===== config.mk =====
export PLATFORM = sky130hd
export DESIGN_NAME = alu_arbiter
export DESIGN_NICKNAME = d
export VERILOG_FILES = /design/src/rtl/alu_types.sv /design/src/rtl/alu.sv /design/src/rtl/rr_picker.sv /design/src/rtl/alu_arbiter.sv
export SDC_FILE = /design/constraint.sdc
export NUM_CORES = 1
export LEC_CHECK = 0
export CORE_UTILIZATION = 30
export DETAILED_ROUTE_END_ITERATION = 6
export GPL_TIMING_DRIVEN = 1
export PLACE_DENSITY_LB_ADDON = 0.08
export SLEW_MARGIN = 10
export SYNTH_ARGS = -nofsm -noshare
export SYNTH_HDL_FRONTEND = slang
export SYNTH_SLANG_ARGS = --single-unit

===== constraint.sdc =====
create_clock -name clk -period 6.25 [get_ports clk]
set_input_delay 1.25 -clock clk [delete_from_list [all_inputs] [get_ports clk]]
set_output_delay 1.25 -clock clk [all_outputs]
set_load 0.02 [all_outputs]

===== src/rtl/alu_types.sv =====
// Shared ALU types: operation select for the 32-bit alu and the arbiter FSM states.
package alu_types;

    typedef enum logic [3:0] {
        ALU_AND = 4'b0000,
        ALU_OR  = 4'b0001,
        ALU_ADD = 4'b0010,
        ALU_SUB = 4'b0110,
        ALU_SLT = 4'b0111,
        ALU_NOR = 4'b1100
    } alu_control_t;

    localparam int ALU_CTRL_W = $bits(alu_control_t);

    typedef enum logic [1:0] {
        IDLE,
        EXEC,
        RESP
    } alu_arb_state_t;

endpackage


===== src/rtl/alu.sv =====
// Combinational 32-bit ALU; overflow is signed overflow for ADD/SUB only,
// zero reflects the result and equal compares the raw operands.
module alu
    import alu_types::*;
#(
    parameter int N = 32
) (
    input  logic [N-1:0] a,
    input  logic [N-1:0] b,
    input  alu_control_t control,
    output logic [N-1:0] result,
    output logic         overflow,
    output logic         zero,
    output logic         equal
);

    logic [N-1:0] sum;
    logic [N-1:0] diff;

    assign sum  = a + b;
    assign diff = a - b;

    always_comb begin
        result   = '0;
        overflow = 1'b0;
        case (control)
            ALU_AND: result = a & b;
            ALU_OR:  result = a | b;
            ALU_NOR: result = ~(a | b);
            ALU_ADD: begin
                result   = sum;
                overflow = (a[N-1] == b[N-1]) && (sum[N-1] != a[N-1]);
            end
            ALU_SUB: begin
                result   = diff;
                overflow = (a[N-1] != b[N-1]) && (diff[N-1] != a[N-1]);
            end
            ALU_SLT: result = N'($signed(a) < $signed(b));
            default: result = '0;
        endcase
    end

    assign zero  = (result == '0);
    assign equal = (a == b);

endmodule


===== src/rtl/rr_picker.sv =====
// Combinational round-robin picker: grants the first valid requester after ptr,
// wrapping modulo NREQ. Reusable by any shared-resource arbiter.
module rr_picker #(
    parameter  int NREQ = 4,
    localparam int IDW  = $clog2(NREQ)
) (
    input  logic [NREQ-1:0] valid,
    input  logic [IDW-1:0]  ptr,
    output logic [NREQ-1:0] grant,
    output logic [IDW-1:0]  grant_id,
    output logic            any
);

    always_comb begin
        grant    = '0;
        grant_id = '0;
        any      = 1'b0;
        // Walk from the farthest candidate to the nearest so the nearest valid one wins.
        for (int off = NREQ; off >= 1; off--) begin
            if (valid[(int'(ptr) + off) % NREQ]) begin
                grant_id = IDW'((int'(ptr) + off) % NREQ);
                any      = 1'b1;
            end
        end
        if (any) grant[grant_id] = 1'b1;
    end

endmodule


===== src/rtl/alu_arbiter.sv =====
// Round-robin arbiter sharing one alu among NREQ requesters (IDLE -> EXEC -> RESP).
// Define ALU_ARB_STATS_EN to add the ops_count / ovf_count statistics ports.
module alu_arbiter
    import alu_types::*;
#(
    parameter  int N    = 32,
    parameter  int NREQ = 4,
    localparam int IDW  = $clog2(NREQ),
    localparam int CW   = ALU_CTRL_W
) (
    input  logic               clk,
    input  logic               rst_n,
    input  logic [NREQ-1:0]    req_valid,
    output logic [NREQ-1:0]    req_ready,
    input  logic [NREQ*N-1:0]  req_a,
    input  logic [NREQ*N-1:0]  req_b,
    input  logic [NREQ*CW-1:0] req_control,
    output logic               rsp_valid,
    input  logic               rsp_ready,
    output logic [IDW-1:0]     rsp_id,
    output logic [N-1:0]       rsp_result,
    output logic               rsp_overflow,
    output logic               rsp_zero,
    output logic               rsp_equal
`ifdef ALU_ARB_STATS_EN
    ,
    output logic [31:0]        ops_count,
    output logic [15:0]        ovf_count
`endif
);

    alu_arb_state_t state_q, state_d;
    logic [IDW-1:0] rr_ptr_q, rr_ptr_d;
    logic [IDW-1:0] id_q, id_d;
    logic [N-1:0]   op_a_q, op_a_d;
    logic [N-1:0]   op_b_q, op_b_d;
    alu_control_t   op_ctrl_q, op_ctrl_d;
    logic           rsp_valid_q, rsp_valid_d;
    logic [IDW-1:0] rsp_id_q, rsp_id_d;
    logic [N-1:0]   rsp_result_q, rsp_result_d;
    logic           rsp_overflow_q, rsp_overflow_d;
    logic           rsp_zero_q, rsp_zero_d;
    logic           rsp_equal_q, rsp_equal_d;

    logic [NREQ-1:0] grant;
    logic [IDW-1:0]  grant_id;
    logic            grant_any;
    logic            accept;
    logic            rsp_fire;
    logic [N-1:0]    alu_result;
    logic            alu_overflow, alu_zero, alu_equal;

    rr_picker #(.NREQ(NREQ)) u_picker (
        .valid    (req_valid),
        .ptr      (rr_ptr_q),
        .grant    (grant),
        .grant_id (grant_id),
        .any      (grant_any)
    );

    alu #(.N(N)) u_alu (
        .a        (op_a_q),
        .b        (op_b_q),
        .control  (op_ctrl_q),
        .result   (alu_result),
        .overflow (alu_overflow),
        .zero     (alu_zero),
        .equal    (alu_equal)
    );

    assign accept   = (state_q == IDLE) && grant_any;
    assign rsp_fire = (state_q == RESP) && rsp_ready;

    always_ff @(posedge clk or negedge rst_n) begin
        // NOTE: non-blocking assignments so every flop samples pre-edge values.
        if (!rst_n) state_q <= IDLE;
        else        state_q <= state_d;
    end

    always_comb begin
        state_d = state_q;
        case (state_q)
            IDLE:    if (accept) state_d = EXEC;
            EXEC:    state_d = RESP;
            RESP:    if (rsp_ready) state_d = IDLE;
            default: state_d = IDLE;
        endcase
    end

    always_comb begin
        req_ready = '0;
        // Ready is held low while reset is asserted, before any edge arrives.
        if (rst_n && state_q == IDLE) req_ready = grant;
    end

    always_comb begin
        // NOTE: every _d defaults to its _q so no branch infers a latch.
        rr_ptr_d       = rr_ptr_q;
        id_d           = id_q;
        op_a_d         = op_a_q;
        op_b_d         = op_b_q;
        op_ctrl_d      = op_ctrl_q;
        rsp_valid_d    = rsp_valid_q;
        rsp_id_d       = rsp_id_q;
        rsp_result_d   = rsp_result_q;
        rsp_overflow_d = rsp_overflow_q;
        rsp_zero_d     = rsp_zero_q;
        rsp_equal_d    = rsp_equal_q;
        if (accept) begin
            op_a_d    = req_a[int'(grant_id)*N +: N];
            op_b_d    = req_b[int'(grant_id)*N +: N];
            op_ctrl_d = alu_control_t'(req_control[int'(grant_id)*CW +: CW]);
            id_d      = grant_id;
            rr_ptr_d  = grant_id;
        end
        if (state_q == EXEC) begin
            rsp_valid_d    = 1'b1;
            rsp_id_d       = id_q;
            rsp_result_d   = alu_result;
            rsp_overflow_d = alu_overflow;
            rsp_zero_d     = alu_zero;
            rsp_equal_d    = alu_equal;
        end
        if (rsp_fire) rsp_valid_d = 1'b0;
    end

    always_ff @(posedge clk or negedge rst_n) begin
        // NOTE: operand and response registers are reset so a mid-op reset leaves nothing stale.
        if (!rst_n) begin
            rr_ptr_q       <= IDW'(NREQ - 1);
            id_q           <= '0;
            op_a_q         <= '0;
            op_b_q         <= '0;
            op_ctrl_q      <= ALU_AND;
            rsp_valid_q    <= 1'b0;
            rsp_id_q       <= '0;
            rsp_result_q   <= '0;
            rsp_overflow_q <= 1'b0;
            rsp_zero_q     <= 1'b0;
            rsp_equal_q    <= 1'b0;
        end else begin
            rr_ptr_q       <= rr_ptr_d;
            id_q           <= id_d;
            op_a_q         <= op_a_d;
            op_b_q         <= op_b_d;
            op_ctrl_q      <= op_ctrl_d;
            rsp_valid_q    <= rsp_valid_d;
            rsp_id_q       <= rsp_id_d;
            rsp_result_q   <= rsp_result_d;
            rsp_overflow_q <= rsp_overflow_d;
            rsp_zero_q     <= rsp_zero_d;
            rsp_equal_q    <= rsp_equal_d;
        end
    end

    assign rsp_valid    = rsp_valid_q;
    assign rsp_id       = rsp_id_q;
    assign rsp_result   = rsp_result_q;
    assign rsp_overflow = rsp_overflow_q;
    assign rsp_zero     = rsp_zero_q;
    assign rsp_equal    = rsp_equal_q;

`ifdef ALU_ARB_STATS_EN
    logic [31:0] ops_count_q, ops_count_d;
    logic [15:0] ovf_count_q, ovf_count_d;

    always_comb begin
        ops_count_d = ops_count_q;
        ovf_count_d = ovf_count_q;
        if (rsp_fire) begin
            ops_count_d = ops_count_q + 32'd1;
            if (rsp_overflow_q && ovf_count_q != 16'hFFFF) ovf_count_d = ovf_count_q + 16'd1;
        end
    end

    always_ff @(posedge clk or negedge rst_n) begin
        if (!rst_n) begin
            ops_count_q <= '0;
            ovf_count_q <= '0;
        end else begin
            ops_count_q <= ops_count_d;
            ovf_count_q <= ovf_count_d;
        end
    end

    assign ops_count = ops_count_q;
    assign ovf_count = ovf_count_q;
`endif

endmodule


==> results.toml <==
[outcome]
status = "completed"

[sta]
finalCritPeriodShare = 0.777
timing.fmax_mhz = 206
report.final.slew_viol_count = 0
tightest_slew_ns = 0.914
relSlewSlack = 0.391
fin_setup_tns_ns = 0
rsz0062_at_grt = "false"
setup_slack_ns = 1.40
fin_skew_ns = 0.0170
finalHoldViolCount = 0
setup_violations = 0
finalCriticalPeriod_ns = 4.85

[synthesis]
ys_types = 88
yosysSeqAreaShare = 0.238
synth_edf_count = 0
syn_nets = 2105
synth_top_flop_cell = "dfrtp_1"
syn_area_mm2 = 0.0118
syn_inst = 1724
ys_seq_elements = 112
synth_async_sr_flop_share = 1.00
avgSynthCellArea_um2 = 6.83
synth_warnings = 0

[route]
drtIter0Drc = 1143
wl_um = 51300
drt-pass1-iter-count = 6
wl_met2_um = 20800
wl_per_cell_um = 20.6
met1_length_um = 25500
highest-signal-layer = "met5"
routed_via_density = 5.32
antenna_left = 0
vias = 13219
met3WireLength_um = 4000
drc = 0

[cts]
htreeDepth = 3
hold_buffers = 0
cts_buffers = 9
cts_tree = "built"
cts_setup_buffers = 0
clk_latency_ns = 0.39
ctsResizeCount = 0
root_buffer = "clkbuf_16"
clk_pin_slew_ns = 0.08
cts_buffer_depth = 2
cts_sinks = 112

[setup_path]
crit_start = "req_valid[3]"
critical_path.top_delay_family = "buffers and inverters"
cp_data_required_time_ns = 5.00
critical_path_arrival_ns = 3.60
crit_path_max_incr_delay_ns = 0.53
cp_slowest_cell = "clkdlybuf4s50_1"
critical_path.cell_chain = "clkdlybuf4s50_1 > nor2_1 > a211o_1 > clkinv_2 > nand3_1 > nor2b_1 > clkdlybuf4s50_1"
worstPathBufferInverterCount = 3
critPathCaptureType = "output pin"
critPathKind = "input pin to output pin"
cp_max_fo = 16
critPathMostFrequentCell = "clkdlybuf4s50_1"
start_kind = "input pin"
r2r-start = "op_a_q[1]"

[pwr]
pwr-share-clk = 0.073
p_int_mw = 3.91
p_leak_nw = 6.64
pwr-share-seq = 0.149
combPwrFrac = 0.778
powerDensity_mw_per_mm2 = 588
net-switching-power_mw = 5.34
vdd_drop_max_v = 0.000216
swShare = 0.577

[floorplan]
die_y_um = 200
core_area_mm2 = 0.0386
die_area_mm2 = 0.0401
start_util = 0.305
ioPinCount = 321
die_w_um = 200
rows = 72

[finish]
nNetsFinal = 2339
drive_gt1_frac = 0.0372
syn_to_final_growth_pct = 33.5

[global_route]
grt_pass1_vias = 12581
grt_max_degree = 92
gr-usage-all-layers = 0.250
overflow = 0
antenna_found_initial = 7
grt_pass1_wl_um = 77600

[worst_hold_path]
min_from = "rsp_result[20]"
hp-class = "flop to flop"

[placed_design]
portBuffers = 320
dpl_worst_slack_ns = 1.43
dp.final_hpwl_um = 41200
routabilityCongestion = 0.928

[job]
cap_violations = 0
cell usage after synthesis (4+ instances only):
cell type  instances  area, um^2
nor2_1           312        1170
nand2_1          262         983
o21ai_0          133         666
dfrtp_1          110        2750
clkbuf_1         102         383
ha_1             100        1250
inv_1            100         375
nand3_1           88         440
o211ai_1          77         578
a21oi_1           70         350
a22oi_1           34         255
nor3_1            24         120
o22ai_1           23         144
a21o_1            17         128
a31oi_1           16         100
nor2b_1           15        93.8
o31ai_1           14         105
nand4_1           11        68.8
o22a_1            11        96.3
o221ai_1          10        87.6
a221oi_1           9        78.8
nor4_1             9        56.3
and2_1             8        50.1
buf_2              8        40.0
o21bai_1           8        60.1
xnor2_1            8        70.1
a211o_1            7        61.3
a211oi_1           7        52.6
a221o_1            7        70.1
buf_1              7        26.3
nand2b_1           7        43.8
o21a_1             5        37.5
o21ai_1            5        25.0
o31a_1             5        43.8
o41ai_1            5        43.8
or4_1              5        37.5
and3_1             4        25.0
mux2i_1            4        40.0
placed cells by master (no fill, tap or decap), types with 6 or more instances in the layout:
cell type        synthesis  routed
clkdlybuf4s50_1          0     319
nor2b_1                 15      13
o211ai_1                77      77
xnor2_1                  8       8
clkbuf_16                0       9
nand3_1                 88      88
nor3_1                  24      23
o221ai_1                10       9
a221oi_1                 9       9
and2_1                   8       8
o22ai_1                 23      23
a211o_1                  7       7
o22a_1                  11      11
a221o_1                  7       7
o31ai_1                 14      14
nand2b_1                 7       6
buf_4                    2      24
nand2_1                262     262
inv_1                  100     100
a21o_1                  17      17
ha_1                   100     100
nor2_1                 312     311
o21bai_1                 8       8
a31oi_1                 16      16
nor4_1                   9       9
o21ai_0                133     133
a22oi_1                 34      34
dfrtp_1                110     110
a21oi_1                 70      70
a211oi_1                 7       7
nand4_1                 11      11
worst reg2reg max path, delay by kind of cell, from the launching register on:
kind                       cells  cell delay [ns]
buffers and inverters          1             0.18
and+or+nand+nor                2             0.39
AOI/OAI and AO/OA              9             2.82
adders and majority gates      1             0.37
DFF                            1             0.48
cell families (layout without fill, tap and decap cells):
family	after synthesis	in the layout	synth area share
buffers and inverters	223	462	0.0732
and+or+nand+nor	766	766	0.277
DFF	112	112	0.238
adders and majority gates	102	102	0.110
AOI/OAI and AO/OA	506	506	0.290
muxes	7	7	0.00627
xor gates and xnor gates	8	8	0.00595
other	0	4	0
power by group through the flow:
stage / Sequential (mW) / Combinational [mW] / Clock (mW)
2_1_floorplan: 1.39 / 4.76 / 0
3_3_place_gp: 1.38 / 7.04 / 0
6_report: 1.38 / 7.20 / 0.671
5_1_grt: 1.43 / 7.90 / 0.714
4_1_cts: 1.38 / 7.09 / 0.689
3_5_place_dp: 1.40 / 7.05 / 0
sequential cells by signal, indices dropped and copies added (netlist names):
| name | cells |
|---|---|
| id_q | 2 |
| op_a_q | 32 |
| op_b_q | 32 |
| op_ctrl_q | 4 |
| rr_ptr_q | 2 |
| rsp_equal | 1 |
| rsp_id | 2 |
| rsp_overflow | 1 |
| rsp_result | 32 |
| rsp_valid | 1 |
| rsp_zero | 1 |
| state_q | 2 |
layer usage:
| layer | up-vias | GRT usage |
|---|---|---|
| li1 | 6512 | - |
| met1 | 6133 | 0.379 |
| met2 | 516 | 0.352 |
| met3 | 54 | 0.0516 |
| met4 | 4 | 0.0657 |
| met5 | - | 0 |
worst paths after layout:
| path | cells after the start | slack, ns | end |
|---|---|---|---|
| max | 7 | 1.40 | req_ready[1] |
| min | 2 | 0.47 | rsp_result[20] |
| max reg2reg | 13 | 1.93 | rsp_zero |
| min reg2reg | 2 | 0.47 | rsp_result[20] |
| max in group asynchronous | 2 | 4.12 | rsp_result[26] |
| min in group asynchronous | 1 | 0.92 | op_ctrl_q[2] |
metrics by stage:
step / utilization / hold slack, ns / cells / power [mW] / instance area (um^2)
global placement: 0.398 / 0.459 / 2465 / 8.43 / 15400
detailed placement: 0.398 / 0.462 / 2465 / 8.45 / 15400
floorplan: - / 0.439 / 1724 / 6.15 / 11800
CTS: 0.407 / 0.481 / 2481 / 9.16 / 15700
global route: 0.407 / 0.506 / 2485 / 10.0 / 15700
finish: 0.407 / 0.472 / 2485 / 9.25 / 15700
final cells by class:
class / count / area (um^2)
inverter: 103 / 388
clock inverter: 6 / 96.3
timing repair buffer: 343 / 3370
antenna: 4 / 10.0
clock buffer: 10 / 239
tap: 518 / 648
multi-input combinational: 1389 / 8160
fill: 4089 / 22900
sequential: 112 / 2810
Power figures use the tool's default switching activity.
